## config.mk

```make
export PLATFORM = sky130hd
export DESIGN_NAME = keypad_scanner
export DESIGN_NICKNAME = d
export VERILOG_FILES = /design/src/rtl/keypad_pkg.sv /design/src/rtl/keypad_row_sync.sv /design/src/rtl/keypad_scanner.sv
export SDC_FILE = /design/constraint.sdc
export NUM_CORES = 1
export LEC_CHECK = 0
export ABC_AREA = 1
export BUFFER_PORTS_ARGS = -buffer_cell sky130_fd_sc_hd__buf_4
export CAP_MARGIN = 30
export CELL_PAD_IN_SITES_DETAIL_PLACEMENT = 2
export CELL_PAD_IN_SITES_GLOBAL_PLACEMENT = 2
export CORE_AREA = 3 3 118 86
export CTS_CLUSTER_SIZE = 25
export DETAILED_ROUTE_END_ITERATION = 6
export DIE_AREA = 0 0 121 89
export PLACE_DENSITY_LB_ADDON = 0.1
export REMOVE_ABC_BUFFERS = 1
export SLEW_MARGIN = 20
export SYNTH_ARGS = -nofsm -noshare
export SYNTH_HDL_FRONTEND = slang
export SYNTH_SLANG_ARGS = --single-unit
```

## constraint.sdc

```tcl
create_clock -name clock -period 3.5 [get_ports clock]
set_input_delay 0.875 -clock clock [delete_from_list [all_inputs] [get_ports clock]]
set_output_delay 0.875 -clock clock [all_outputs]
set_load 0.1 [all_outputs]
```

## src/rtl/keypad_pkg.sv

```systemverilog
// Shared types and helpers for the 4x4 matrix keypad scanner.
// Key codes are row*4+col, so a code is simply {row, col}.
package keypad_pkg;

  localparam int KEY_ROWS   = 4;
  localparam int KEY_COLS   = 4;
  localparam int KEY_CODE_W = 4;

  typedef enum logic [1:0] {
    IDLE,
    CAND,
    PRESSED,
    RELEASE
  } scan_state_t;

  typedef enum logic [1:0] {
    NONE,
    SINGLE,
    MULTI
  } frame_res_t;

  // Number of rows pulled low in one column sample.
  function automatic logic [2:0] low_count(input logic [KEY_ROWS-1:0] r);
    logic [2:0] n;
    n = '0;
    for (int i = 0; i < KEY_ROWS; i++) begin
      if (!r[i]) n = n + 3'd1;
    end
    return n;
  endfunction

  // Index of the lowest-numbered row pulled low; only meaningful when exactly one is.
  function automatic logic [1:0] low_row(input logic [KEY_ROWS-1:0] r);
    logic [1:0] idx;
    idx = '0;
    for (int i = KEY_ROWS - 1; i >= 0; i--) begin
      if (!r[i]) idx = 2'(i);
    end
    return idx;
  endfunction

endpackage

```

## src/rtl/keypad_row_sync.sv

```systemverilog
// Two-flop synchroniser for the asynchronous keypad row lines.
// Resets to all-ones, i.e. "no row pulled low".
module keypad_row_sync
  import keypad_pkg::*;
(
  input  logic                clock,
  input  logic                reset,
  input  logic [KEY_ROWS-1:0] rows,
  output logic [KEY_ROWS-1:0] rows_sync
);

  logic [KEY_ROWS-1:0] rows_p0;
  logic [KEY_ROWS-1:0] rows_p1;

  always_ff @(posedge clock or negedge reset) begin
    if (!reset) begin
      rows_p0 <= '1;
      rows_p1 <= '1;
    end else begin
      rows_p0 <= rows;
      rows_p1 <= rows_p0;
    end
  end

  assign rows_sync = rows_p1;

endmodule

```

## src/rtl/keypad_scanner.sv

```systemverilog
// 4x4 keypad column scanner with frame debounce; one key_valid per accepted press.
// Define KEYPAD_SCANNER_AUTOREPEAT_EN to re-pulse key_valid while a key stays held.
module keypad_scanner
  import keypad_pkg::*;
#(
  parameter int SCAN_DIV        = 1000,
  parameter int DEBOUNCE_FRAMES = 4
`ifdef KEYPAD_SCANNER_AUTOREPEAT_EN
  ,
  parameter int REPEAT_DELAY    = 32,
  parameter int REPEAT_RATE     = 8
`endif
) (
  input  logic                  clock,
  input  logic                  reset,
  input  logic [KEY_ROWS-1:0]   rows,
  output logic [KEY_COLS-1:0]   columns,
  output logic [KEY_CODE_W-1:0] key_code,
  output logic                  key_valid,
  output logic                  key_down,
  output logic                  multi_key
);

  localparam int                SLOT_W    = $clog2(SCAN_DIV);
  localparam logic [SLOT_W-1:0] SLOT_LAST = SLOT_W'(SCAN_DIV - 1);
  localparam logic [4:0]        DEB_N     = 5'(DEBOUNCE_FRAMES);

  logic [KEY_ROWS-1:0]   rows_sync;
  logic                  running;
  logic [SLOT_W-1:0]     slot_cnt;
  logic [1:0]            col_idx;
  logic                  slot_end;
  logic                  frame_end;
  logic [1:0]            acc_cnt;
  logic [KEY_CODE_W-1:0] acc_code;
  logic [2:0]            col_hits;
  logic [2:0]            tally;
  logic [KEY_CODE_W-1:0] frame_code;
  frame_res_t            frame_res;
  scan_state_t           state;
  logic [KEY_CODE_W-1:0] cand;
  logic [3:0]            deb_cnt;
  logic [4:0]            deb_inc;
  logic                  hit_cand;
  logic                  cand_start;
  logic                  accept;

  keypad_row_sync u_row_sync (
    .clock     (clock),
    .reset     (reset),
    .rows      (rows),
    .rows_sync (rows_sync)
  );

  always_comb begin
    slot_end   = running && (slot_cnt == SLOT_LAST);
    frame_end  = slot_end && (col_idx == 2'd3);
    col_hits   = low_count(rows_sync);
    tally      = {1'b0, acc_cnt} + col_hits;
    frame_code = (acc_cnt == 2'd0) ? {low_row(rows_sync), col_idx} : acc_code;
    if (tally == 3'd0)      frame_res = NONE;
    else if (tally == 3'd1) frame_res = SINGLE;
    else                    frame_res = MULTI;
    hit_cand   = (frame_res == SINGLE) && (frame_code == cand);
    deb_inc    = {1'b0, deb_cnt} + 5'd1;
    cand_start = frame_end && (frame_res == SINGLE) &&
                 ((state == IDLE) || (!hit_cand && ((state == CAND) || (state == RELEASE))));
    accept     = (cand_start && (DEB_N == 5'd1)) ||
                 (frame_end && (state == CAND) && hit_cand && (deb_inc >= DEB_N));
  end

`ifdef KEYPAD_SCANNER_AUTOREPEAT_EN
  localparam int REP_W = $clog2(REPEAT_DELAY + REPEAT_RATE + 1) + 1;

  logic [REP_W-1:0] rep_cnt;
  logic [REP_W-1:0] rep_next;
  logic [REP_W-1:0] rep_target;
  logic             rep_first;

  always_comb begin
    rep_next   = rep_cnt + REP_W'(1);
    rep_target = rep_first ? REP_W'(REPEAT_DELAY) : REP_W'(REPEAT_RATE);
  end
`endif

  // Column strobe: idle-high until the first clock after reset, then one slot per column.
  always_ff @(posedge clock or negedge reset) begin
    if (!reset) begin
      running  <= 1'b0;
      slot_cnt <= '0;
      col_idx  <= '0;
      columns  <= '1;
    end else if (!running) begin
      running <= 1'b1;
      columns <= 4'b1110;
    end else if (slot_end) begin
      slot_cnt <= '0;
      col_idx  <= col_idx + 2'd1;
      columns  <= ~(4'b0001 << (col_idx + 2'd1));
    end else begin
      slot_cnt <= slot_cnt + SLOT_W'(1);
    end
  end

  // Per-frame key tally; saturates at 2 since only "none / one / many" matters.
  always_ff @(posedge clock or negedge reset) begin
    if (!reset) begin
      acc_cnt  <= '0;
      acc_code <= '0;
    end else if (slot_end) begin
      if (col_idx == 2'd3) begin
        acc_cnt  <= '0;
        acc_code <= '0;
      end else begin
        acc_cnt  <= (tally >= 3'd2) ? 2'd2 : tally[1:0];
        acc_code <= frame_code;
      end
    end
  end

  // Debounce FSM, stepped once per evaluated frame.
  always_ff @(posedge clock or negedge reset) begin
    if (!reset) begin
      state     <= IDLE;
      cand      <= '0;
      deb_cnt   <= '0;
      key_code  <= '0;
      key_valid <= 1'b0;
      key_down  <= 1'b0;
      multi_key <= 1'b0;
`ifdef KEYPAD_SCANNER_AUTOREPEAT_EN
      rep_cnt   <= '0;
      rep_first <= 1'b0;
`endif
    end else begin
      key_valid <= 1'b0;
      if (frame_end) begin
        multi_key <= (frame_res == MULTI);
        if (accept) begin
          state     <= PRESSED;
          cand      <= frame_code;
          key_code  <= frame_code;
          key_valid <= 1'b1;
          key_down  <= 1'b1;
`ifdef KEYPAD_SCANNER_AUTOREPEAT_EN
          rep_cnt   <= '0;
          rep_first <= 1'b1;
`endif
        end else if (cand_start) begin
          state    <= CAND;
          cand     <= frame_code;
          deb_cnt  <= 4'd1;
          key_down <= 1'b0;
        end else begin
          case (state)
            CAND: begin
              if (hit_cand) deb_cnt <= deb_inc[3:0];
              else          state   <= IDLE;
            end
            PRESSED: begin
              if (!hit_cand) begin
                if (DEB_N == 5'd1) begin
                  state    <= IDLE;
                  key_down <= 1'b0;
                end else begin
                  state   <= RELEASE;
                  deb_cnt <= 4'd1;
                end
              end
`ifdef KEYPAD_SCANNER_AUTOREPEAT_EN
              else if (rep_next == rep_target) begin
                key_valid <= 1'b1;
                rep_cnt   <= '0;
                rep_first <= 1'b0;
              end else begin
                rep_cnt <= rep_next;
              end
`endif
            end
            RELEASE: begin
              // Repeat counter deliberately left untouched here so a bounce resumes it.
              if (hit_cand) begin
                state <= PRESSED;
              end else if (deb_inc >= DEB_N) begin
                state    <= IDLE;
                key_down <= 1'b0;
              end else begin
                deb_cnt <= deb_inc[3:0];
              end
            end
            default: ;
          endcase
        end
      end
    end
  end

endmodule

```

# Yosys cells after proc, flatten, opt, wreduce, memory -nomap -nowiden

Cells that the tools add are included.

Bits in registers: 48
Input port bits: 6
Output and inout port bits: 11
Logic and storage cells: 110

Add/subtract/negate cells: 7
Magnitude comparators: 2
Eq/ne operators: 18
Shift-type cells: 1
Muxes and demuxes: 39
Bitwise operators: 2
Reduce and logical (&&, ||, !) cells: 26

Operator list:

| kind                                                                  | count |
|---|---|
| 4-bit 2-to-1 mux                                                      | 11 |
| 2-bit 2-to-1 mux                                                      | 14 |
| 3-bit != test, second input constant                                  | 4 |
| 4-bit case mux with 3 select lines                                    | 1 |
| 10-bit by 1-bit adder with 10-bit output, second input constant       | 1 |
| 10-bit equality test, second input constant                           | 1 |
| 10-bit 2-to-1 mux                                                     | 1 |
| 3-bit by 1-bit adder with 3-bit output, second input constant         | 3 |
| 1-bit logical AND                                                     | 9 |
| 3-bit 2-to-1 mux                                                      | 3 |
| 2-bit equality test, second input constant                            | 4 |
| 1-bit 2-to-1 mux                                                      | 8 |
| 4-bit != test, second input constant                                  | 2 |
| 7-bit AND reduction                                                   | 1 |
| 2-bit case mux with 3 select lines                                    | 1 |
| 2-bit AND reduction                                                   | 3 |
| 3-bit nonzero test                                                    | 2 |
| 4-bit by 1-bit adder with 5-bit output, second input constant         | 1 |
| 5-bit by 3-bit >= comparator with 1-bit output, second input constant | 1 |
| 5-bit by 4-bit != test with 1-bit output, second input constant       | 1 |
| 5-bit AND reduction                                                   | 1 |
| 5-bit nonzero test                                                    | 1 |
| 2-bit by 1-bit equality test with 1-bit output, second input constant | 2 |
| 4-bit equality test                                                   | 1 |
| 16 further kinds                                                      | 18 |

# Longest topological paths before layout

Gate-level depths: netlist of run 1.

Depth in word-level cells: 19
Depth in mapped cells: 23
Depth with buffers taken out: 23

# Cells and area by module

Synthesis of run 1 repeated with hierarchy kept, for this count alone.

Cell total of the unflattened synthesis: 311
Area total of the unflattened synthesis: 2678.8 sq um

By module, submodules not included:

| module          | instances | cells an instance | area an instance (sq um) | seq. area each (sq um) |
|---|---|---|---|---|
| keypad_scanner  | 1         | 303               | 2468.6                   | 1006.0 |
| keypad_row_sync | 1         | 8                 | 210.2                    | 210.2 |

# Worst setup path after synthesis of run 1

No wires, ideal clock.

Path kind: register to register
Start: register u_row_sync.rows_p1[0], in the netlist u_row_sync.rows_sync[0]
End: register deb_cnt[2]
Setup time: 113 ps
Arrival time: 2913 ps
Data required time: 3387 ps
Slack: 475 ps
Stages on the path, launching flop included: 22
Path buffers: 0
Period minus slack after synthesis: 3025 ps
Path through: dfstp_2 -> inv_1 -> ha_1 -> xnor2_1 -> ha_1 -> nand2_1 -> nand2_1 -> fa_1 -> inv_1 -> nand3_2 -> nand3_2 -> nand3_2 -> nor2_4 -> nand2_2 -> nor2_8 -> nand2_4 -> nand2_4 -> nor2_4 -> nand3_4 -> nand2_2 -> nand2_1 -> inv_1

Longest elaborated chain between the ends: 19
Elaborated cells between the ends (all ways): 32
Those cells by class: add/sub (4); eq/ne (7); mux (9); bitwise (1); reduce/logical (11)

RTL lines:

| element                                                                     | RTL line                                   | source |
|---|---|---|
| from (decl)                                                                 | keypad_row_sync.sv:13                      | `logic [KEY_ROWS-1:0] rows_p1;` |
| from (signal assigned)                                                      | keypad_row_sync.sv:21                      | `rows_p1 <= rows_p0;` |
| 1-bit 2-to-1 mux                                                            | keypad_pkg.sv:27                           | `if (!r[i]) n = n + 3'd1;` |
| 3-bit by 1-bit adder with 3-bit output                                      | keypad_pkg.sv:27                           |  |
| 3-bit 2-to-1 mux                                                            | keypad_pkg.sv:27                           |  |
| 3-bit by 1-bit adder with 3-bit output                                      | keypad_pkg.sv:27                           |  |
| 3-bit 2-to-1 mux                                                            | keypad_pkg.sv:27                           |  |
| 3-bit by 1-bit adder with 3-bit output                                      | keypad_pkg.sv:27                           |  |
| 3-bit 2-to-1 mux                                                            | keypad_pkg.sv:27                           |  |
| 2-bit by 3-bit adder with 3-bit output                                      | keypad_scanner.sv:59                       | `tally = {1'b0, acc_cnt} + col_hits;` |
| [3 not listed]                                                              | -                                          |  |
| 2-bit by 1-bit equality test with 1-bit output                              | keypad_scanner.sv:64, keypad_scanner.sv:66 |  |
| 1-bit logical AND                                                           | keypad_scanner.sv:64                       | `hit_cand = (frame_res == SINGLE) && (frame_code == cand);` |
| 1-bit zero test                                                             | -                                          |  |
| 1-bit logical AND                                                           | keypad_scanner.sv:67                       | `((state == IDLE) \|\| (!hit_cand && ((state == CAND) \|\| (state == RELEASE))));` |
| 1-bit logical OR                                                            | keypad_scanner.sv:67                       |  |
| 1-bit logical AND                                                           | keypad_scanner.sv:66                       | `cand_start = frame_end && (frame_res == SINGLE) &&` |
| 3-bit != test (no source line) / 4-bit nonzero test (equally long branches) | -                                          |  |
| 7-bit AND reduction (no source line)                                        | -                                          |  |
| to (signal assigned)                                                        | keypad_scanner.sv:157                      | `if (hit_cand) deb_cnt <= deb_inc[3:0];` |
| to (signal assigned)                                                        | keypad_scanner.sv:188                      | `deb_cnt <= deb_inc[3:0];` |
| to (decl)                                                                   | keypad_scanner.sv:42                       | `logic [3:0] deb_cnt;` |

Several ways; a longest one is shown, not always the timed one.
A chain may end at the register's enable or synchronous reset.

# Worst setup path after layout of run 1

Ends and elaborated chain as after synthesis.

==> flow_metrics.env, run 1 <==
export IMPL_powerDensity_nw_per_um2=415
export IMPL_cp_slowest_cell="dfstp_2"
export IMPL_avgSynthCellArea_um2=8.62
export IMPL_totalWireLength_um=6860
export IMPL_wl_per_cell_um=14.8
export IMPL_synthArstFlopShare=1.00
export IMPL_final_core_util=0.353
export IMPL_cts_hold_buf=0
export IMPL_path_clk_slew_ns=0.07
export IMPL_fin_tns_setup_ns=0
export IMPL_worstPathRequired_ns=3.69
export IMPL_critPathKind="flip-flop to flip-flop"
export IMPL_die_x_um=121
export IMPL_dp_hpwl_um=5150
export IMPL_drtAntennaViolNets=0
export IMPL_yosysWarnings=0
export IMPL_crit_path_max_incr_delay_ns=0.54
export IMPL_grt_pass1_vias=2316
export IMPL_drive_gt1_frac=0.262
export IMPL_drt_iter0_drc=66
export IMPL_insertion_delay_ns=0.29
export IMPL_cts_tree="built"
export IMPL_numCtsBuffers=5
export IMPL_grt_overflow=0
export IMPL_relSlewSlack=0.582
export IMPL_dieArea_um2=10800
export IMPL_drt_pass1_iter_count=4
export IMPL_synth_cell_type_count=39
export IMPL_mostFrequentLayoutCells="70 x nand2_1, 42 x inv_1, 36 x dfrtp_1"
export IMPL_io_pins=17
export IMPL_clock_sinks=48
export IMPL_p_leak_nw=1.55
export IMPL_fin_area_um2=3190
export IMPL_grt_pass1_wl_um=11800
export IMPL_cts_root_buffer="clkbuf_16"
export IMPL_cp_arrival_ns=3.41
export IMPL_synth_seq_cells=48
export IMPL_post_place_cells=452
export IMPL_min_period_ns=3.22
export IMPL_routabilityCongestion=0.753
export IMPL_syn_area_um2=2700
export IMPL_crit_chain="inv_1, ha_4, xnor2_4, ha_1, nand2_1, nand2_1, fa_2, inv_1, nand3_2, nand3_2, nand3_2, nor2_4, nand2_2, nor2_8, nand2_2, nand2_4, nor2_4, nand3_4, nand2_2, nand2_1, inv_1"
export IMPL_grt_use_total=0.144
export IMPL_htreeDepth=2
export IMPL_critPathTopFamily="simple AND/OR/NAND/NOR gates"
export IMPL_core_um2=9030
export IMPL_cp_num_buf_inv=3
export IMPL_status="complete, no violations"
export IMPL_row_count=29
export IMPL_viasPerCell=4.45
export IMPL_antenna_found_initial=0
export IMPL_synth_seq_area_share=0.451
export IMPL_regArea_um2=1220
export IMPL_tightestPinTransition_ns=0.626
export IMPL_antennaDiodeCount=0
export IMPL_skew_ns=0.00550
export IMPL_clockBufferDepth=2
export IMPL_start_util=0.299
export IMPL_syn_to_final_growth_pct=18.3
export IMPL_die_height_um=89
export IMPL_synth_edf_count=0
export IMPL_multi_input_area_um2=1320
export IMPL_crit_fanout=5
export IMPL_max_cap_violations=0
export IMPL_rsz0062_at_grt="false"
export IMPL_min_period_over_period=0.921
export IMPL_max_freq_mhz=310
export IMPL_grt_max_degree=49
export IMPL_route_detailed_drc=0
export IMPL_final_common_cell="nand2_1"
export IMPL_vdd_ir_drop_max_mv=0.268
export IMPL_vias=2065
export IMPL_fin_nets=357
export IMPL_finalNonFillerCells=464
export IMPL_place_area_um2=2970
export IMPL_hold_viol=0
export IMPL_syn_inst=313
export IMPL_port_buffer_count=16
export IMPL_hp_class="flip-flop to flip-flop"
export IMPL_end_kind="flip-flop"
export IMPL_nFillCells=1021
export IMPL_synth_top_flop_cell="dfrtp_1"
export IMPL_worstSetupStartpointType="flip-flop"
export IMPL_maxSlewViolCount=0
export IMPL_setup_viol_count_final=0
==> worst register-to-register path, stage by stage, from the launching register on <==
cell	delay, ns
dfstp_2	0.54
inv_1	0.09
ha_4	0.27
xnor2_4	0.14
ha_1	0.29
nand2_1	0.08
nand2_1	0.08
fa_2	0.36
inv_1	0.08
nand3_2	0.07
nand3_2	0.09
nand3_2	0.11
nor2_4	0.17
nand2_2	0.11
nor2_8	0.19
nand2_2	0.10
nand2_4	0.08
nor2_4	0.04
nand3_4	0.08
nand2_2	0.05
nand2_1	0.06
inv_1	0.04
==> per-layer routing <==
| layer | vias to the layer above | part of all wire | track usage |
|---|---|---|---|
| met3 | 8 | 0.023 | 0.0335 |
| met5 | - | 0 | 0 |
| met2 | 14 | 0.42 | 0.215 |
| li1 | 1042 | - | - |
| met1 | 1001 | 0.54 | 0.205 |
| met4 | 0 | 0.014 | 0.0494 |
==> cells in the mapped netlist (4+ instances only) <==
cell type / number / share of area
a21oi_1: 8 / 0.015
dfrtp_1: 36 / 0.33
dfstp_2: 12 / 0.12
ha_1: 11 / 0.051
inv_1: 42 / 0.058
inv_2: 8 / 0.011
nand2_1: 70 / 0.097
nand2_2: 10 / 0.023
nand2_4: 6 / 0.025
nand3_1: 18 / 0.033
nand3_2: 5 / 0.019
nand4_1: 8 / 0.019
nor2_1: 22 / 0.031
nor2_4: 4 / 0.017
o21ai_0: 11 / 0.020
o21ai_1: 9 / 0.017
o22ai_1: 4 / 0.0093
xor2_1: 4 / 0.013
==> final cells by class <==
cell class	instances	share of cell area
multi-input cells	212	0.413
flip-flops and latches	48	0.381
inverters	51	0.0600
repair buffers	21	0.0494
well taps	124	0.0486
clock buffers	6	0.0435
clock inverters	2	0.00431
==> worst paths after layout <==
check	start	to	slack, ns	cells after the start
setup / recovery	u_row_sync.rows_sync[0]	deb_cnt[2]	0.28	21
min in group asynchronous	reset	slot_cnt[0]	0.59	1
hold reg to reg	u_row_sync.rows_p0[3]	u_row_sync.rows_sync[3]	0.36	0
hold / removal	u_row_sync.rows_p0[3]	u_row_sync.rows_sync[3]	0.36	0
setup reg to reg	u_row_sync.rows_sync[0]	deb_cnt[2]	0.28	21
max in group asynchronous	reset	deb_cnt[1]	2.47	1
==> state kept, by name (all words and copies together) (netlist names) <==
| register | count |
|---|---|
| u_row_sync.rows_sync | 4 |
| slot_cnt | 10 |
| cand | 4 |
| u_row_sync.rows_p0 | 4 |
| acc_cnt | 2 |
| running | 1 |
| deb_cnt | 4 |
| acc_code | 4 |
| col_idx | 2 |
| columns | 4 |
| key_down | 1 |
| multi_key | 1 |
| state | 2 |
| key_valid | 1 |
| key_code | 4 |
==> kinds of logic after synthesis <==
| family | share of synthesized area |
|---|---|
| AO/OA/AOI/OAI | 0.0783 |
| XOR/XNOR | 0.0162 |
| adder cells (fa/ha/maj) | 0.0584 |
| buffers and inverters | 0.0765 |
| flip-flops | 0.451 |
| other | 0.00139 |
| AND/OR/NAND/NOR | 0.318 |
==> power breakdown <==
part / leakage [nW] / switching (mW) / internal, mW
Sequential: 0.613 / 0.0408 / 0.599
Clock: 0.0772 / 0.220 / 0.286
Combinational: 0.859 / 0.109 / 0.0708
Total: 1.55 / 0.369 / 0.956
==> timing repair <==
item,in CTS,in global routing
endpoints found under the setup margin,0,12
setup buffers,0,4
resized for setup,0,5
endpoints found under the hold margin,0,0
==> metrics by stage <==
step	hold slack, ns	setup WS [ns]	total power, mW
floorplan	0.345	0.433	0.760
global placement	0.346	0.168	0.811
detailed placement	0.350	0.0527	0.817
CTS	0.362	0.0325	1.34
global route	0.365	0.0177	1.41
finish	0.360	0.276	1.32
Power figures use the tool's default switching activity.
==> inputs of run 2 (changes only) <==
--- a/config.mk
+++ b/config.mk
@@ -5,15 +5,14 @@
 export SDC_FILE = /design/constraint.sdc
 export NUM_CORES = 1
 export LEC_CHECK = 0
-export ABC_AREA = 1
 export BUFFER_PORTS_ARGS = -buffer_cell sky130_fd_sc_hd__buf_4
 export CAP_MARGIN = 30
 export CELL_PAD_IN_SITES_DETAIL_PLACEMENT = 2
 export CELL_PAD_IN_SITES_GLOBAL_PLACEMENT = 2
-export CORE_AREA = 3 3 118 86
+export CORE_AREA = 3 3 116 85
 export CTS_CLUSTER_SIZE = 25
 export DETAILED_ROUTE_END_ITERATION = 6
-export DIE_AREA = 0 0 121 89
+export DIE_AREA = 0 0 119 88
 export PLACE_DENSITY_LB_ADDON = 0.1
 export REMOVE_ABC_BUFFERS = 1
 export SLEW_MARGIN = 20
==> constraint.sdc (replaced) <==
create_clock -name clock -period 3.26 [get_ports clock]
set_input_delay 0.815 -clock clock [delete_from_list [all_inputs] [get_ports clock]]
set_output_delay 0.815 -clock clock [all_outputs]
set_load 0.1 [all_outputs]
==> run 2 against run 1 <==
  * Combinational power rose by 6%
  * The run now ends with negative setup slack left
  * Sequential power is 6.1% higher
  * Area after synthesis decreased by 2.7%
  * Critical path type unchanged
  * Utilization up 2.6 points
==> flow_metrics.env, run 2 <==
export IMPL_status="finished, violations left"
export IMPL_failed_checks="negative setup slack"
export IMPL_fin_area_um2=3380
export IMPL_top_register="slot_cnt"
export IMPL_grt_max_degree=49
export IMPL_cp_startpoint="u_row_sync.rows_sync[1]"
export IMPL_cts_root_buffer="clkbuf_16"
export IMPL_synth_top_flop_cell="dfrtp_1"
export IMPL_relSlewSlack=0.427
export IMPL_wl_per_cell_um=17.6
export IMPL_routabilityCongestion=0.731
export IMPL_fin_nets=311
export IMPL_rsz0062_at_grt="true"
export IMPL_setup_viol_count_final=7
export IMPL_nFillCells=931
export IMPL_fin_ws_ns=-0.102
export IMPL_dieArea_um2=10500
export IMPL_powerDensity_nw_per_um2=481
export IMPL_end_kind="flip-flop"
export IMPL_row_count=29
export IMPL_maxSlewViolCount=0
export IMPL_syn_inst=256
export IMPL_min_period_over_period=1.03
export IMPL_ff2ff_path_depth=11
export IMPL_yosys_cell_count_top_type="dfrtp_1"
export IMPL_grt_use_total=0.155
export IMPL_final_common_cell="dfrtp_1"
export IMPL_antennaDiodeCount=0
export IMPL_grt_pass1_wl_um=12700
export IMPL_cts_tree="built"
export IMPL_clockBufferDepth=2
export IMPL_hold_path_depth=0
export IMPL_die_x_um=119
export IMPL_port_buffer_count=16
export IMPL_ys_top_cells_by_count="36 x dfrtp_1, 25 x nand2_1, 16 x nor2_1"
export IMPL_cp_slowest_cell="dfstp_2"
export IMPL_io_pins=17
export IMPL_synth_seq_cells=48
export IMPL_synth_edf_count=0
export IMPL_vdd_ir_drop_max_mv=0.198
export IMPL_numCtsBuffers=5
export IMPL_core_um2=8890
export IMPL_drt_iter0_drc=132
export IMPL_viasPerCell=5.00
export IMPL_worstSetupStartpointType="flip-flop"
export IMPL_start_util=0.295
export IMPL_avgSynthCellArea_um2=10.3
export IMPL_whs_endpoint="u_row_sync.rows_sync[0]"
export IMPL_tightestPinTransition_ns=0.853
export IMPL_totalWireLength_um=7360
export IMPL_die_height_um=88
export IMPL_dp_hpwl_um=5270
export IMPL_synthArstFlopShare=1.00
export IMPL_insertion_delay_ns=0.29
export IMPL_dp_slack_ns=-0.440
export IMPL_clock_sinks=48
export IMPL_p_leak_nw=1.53
export IMPL_rrSetupSlack_ns=-0.10
export IMPL_vias=2092
export IMPL_grt_overflow=0
export IMPL_worstPathRequired_ns=3.44
export IMPL_max_freq_mhz=297
export IMPL_yosysWarnings=0
export IMPL_route_detailed_drc=0
export IMPL_cp_arrival_ns=3.54
export IMPL_min_period_ns=3.36
export IMPL_synthTopCellsByArea="dfrtp_1 34%, dfstp_2 12%, ha_1 5.2%"
export IMPL_skew_ns=0.00634
export IMPL_reg2reg_to="key_code[3]"
export IMPL_syn_to_final_growth_pct=28.5
export IMPL_drt_pass1_iter_count=4
export IMPL_hold_viol=0
export IMPL_synth_top_cell_by_area="dfrtp_1"
export IMPL_largest_register_ffs=10
export IMPL_drive_gt1_frac=0.299
export IMPL_synth_cell_type_count=57
export IMPL_crit_fanout=2
export IMPL_r2r_start="u_row_sync.rows_sync[1]"
export IMPL_synth_seq_area_share=0.463
export IMPL_critPathKind="flip-flop to flip-flop"
export IMPL_hold_start="u_row_sync.rows_p0[0]"
export IMPL_grt_pass1_vias=2359
export IMPL_crit_chain="inv_2, ha_4, xnor2_2, ha_1, mux2_4, fa_2, xnor3_2, nand3b_4, or3_4, or3_4, mux2_4"
export IMPL_htreeDepth=2
export IMPL_place_area_um2=3000
export IMPL_drtAntennaViolNets=0
export IMPL_antenna_found_initial=0
export IMPL_hp_class="flip-flop to flip-flop"
export IMPL_synth_top_area_share=0.343
export IMPL_mostFrequentLayoutCells="36 x dfrtp_1, 32 x buf_4, 25 x nand2_1"
export IMPL_max_cap_violations=0
export IMPL_path_clk_slew_ns=0.07
export IMPL_syn_area_um2=2630
export IMPL_crit_path_max_incr_delay_ns=0.54
[run 2: cell types whose count changed after synthesis, moves of 7 or more]
cell / change
inv_1: -27
o21ai_1: -9
nand2b_1: +8
nand2_2: -10
inv_2: -8
nand2_1: -45
nand3_1: -10
mux2i_1: +7
[run 2: worst max-delay path, delay by kind of cell, from the launching register on]
kind / cells / cell delay [ns]
fa+ha+maj: 3 / 0.89
simple gates: 3 / 0.77
mux: 2 / 0.58
flops: 1 / 0.54
xor+xnor: 2 / 0.42
buf+inv: 1 / 0.05
[run 2: power by group]
part | total (mW) | switching, mW | leakage (nW) | internal, mW
sequential | 0.678 | 0.0418 | 0.616 | 0.636
clock | 0.758 | 0.240 | 0.104 | 0.517
combinational | 0.190 | 0.100 | 0.812 | 0.0895
total | 1.62 | 0.382 | 1.53 | 1.24
[run 2: layer usage]
| layer | up-vias | global-route usage | part of all wire |
|---|---|---|---|
| li1 | 997 | - | - |
| met5 | - | 0 | 0 |
| met1 | 1070 | 0.227 | 0.54 |
| met4 | 0 | 0.0315 | 0.0075 |
| met2 | 20 | 0.237 | 0.43 |
| met3 | 5 | 0.0329 | 0.025 |
[run 2: worst max-delay path by stage]
stage                             end  slack (ns)  cells after the start
after floorplan           key_code[3]       -0.61                     11
final                     key_code[3]       -0.10                     11
after global routing      key_code[3]       -0.19                     11
after global placement    key_code[0]       -0.33                     12
after CTS                 key_code[3]       -0.15                     11
after detailed placement  key_code[0]       -0.44                     12
[run 2: final cells by class]
class | count | area [um2] | area share
timing repair buffer | 38 | 308 | 0.0912
multi-input combinational | 185 | 1430 | 0.422
sequential | 48 | 1220 | 0.360
clock buffer | 5 | 125 | 0.0371
tap | 124 | 155 | 0.0460
inverter | 15 | 56.3 | 0.0167
clock inverter | 3 | 90.1 | 0.0267
[run 2: stage by stage]
stage,total power [mW],setup TNS (ns),cells,hold slack [ns],util
detailed placement,0.857,-5.02,407,0.347,0.337
global placement,0.851,-3.33,407,0.348,0.337
global route,1.70,-1.58,418,0.363,0.380
floorplan,0.783,-3.09,248,0.345,-
finish,1.62,-0.456,418,0.357,0.380
CTS,1.64,-0.631,417,0.357,0.374
[run 2: what timing repair did]
item / 4_1_cts / 5_1_grt
hold buffers: 0 / 0
setup endpoints to repair: 15 / 15
resized for setup: 24 / 12
buffers inserted: 2 / 2
pin swaps: 11 / 11
[run 2: cells by family (layout without fill, tap and decap cells)]
family                   count (synthesis)  after routing  share of synthesized area
AO/OA/AOI/OAI                           52             52                      0.143
AND/OR/NAND/NOR                        100            100                      0.214
other                                    1              1                    0.00143
buffers and inverters                   23             61                     0.0391
XOR/XNOR                                10             10                     0.0386
adder cells (fa/ha/maj)                 12             12                     0.0600
multiplexers                            10             10                     0.0410
flip-flops                              48             48                      0.463
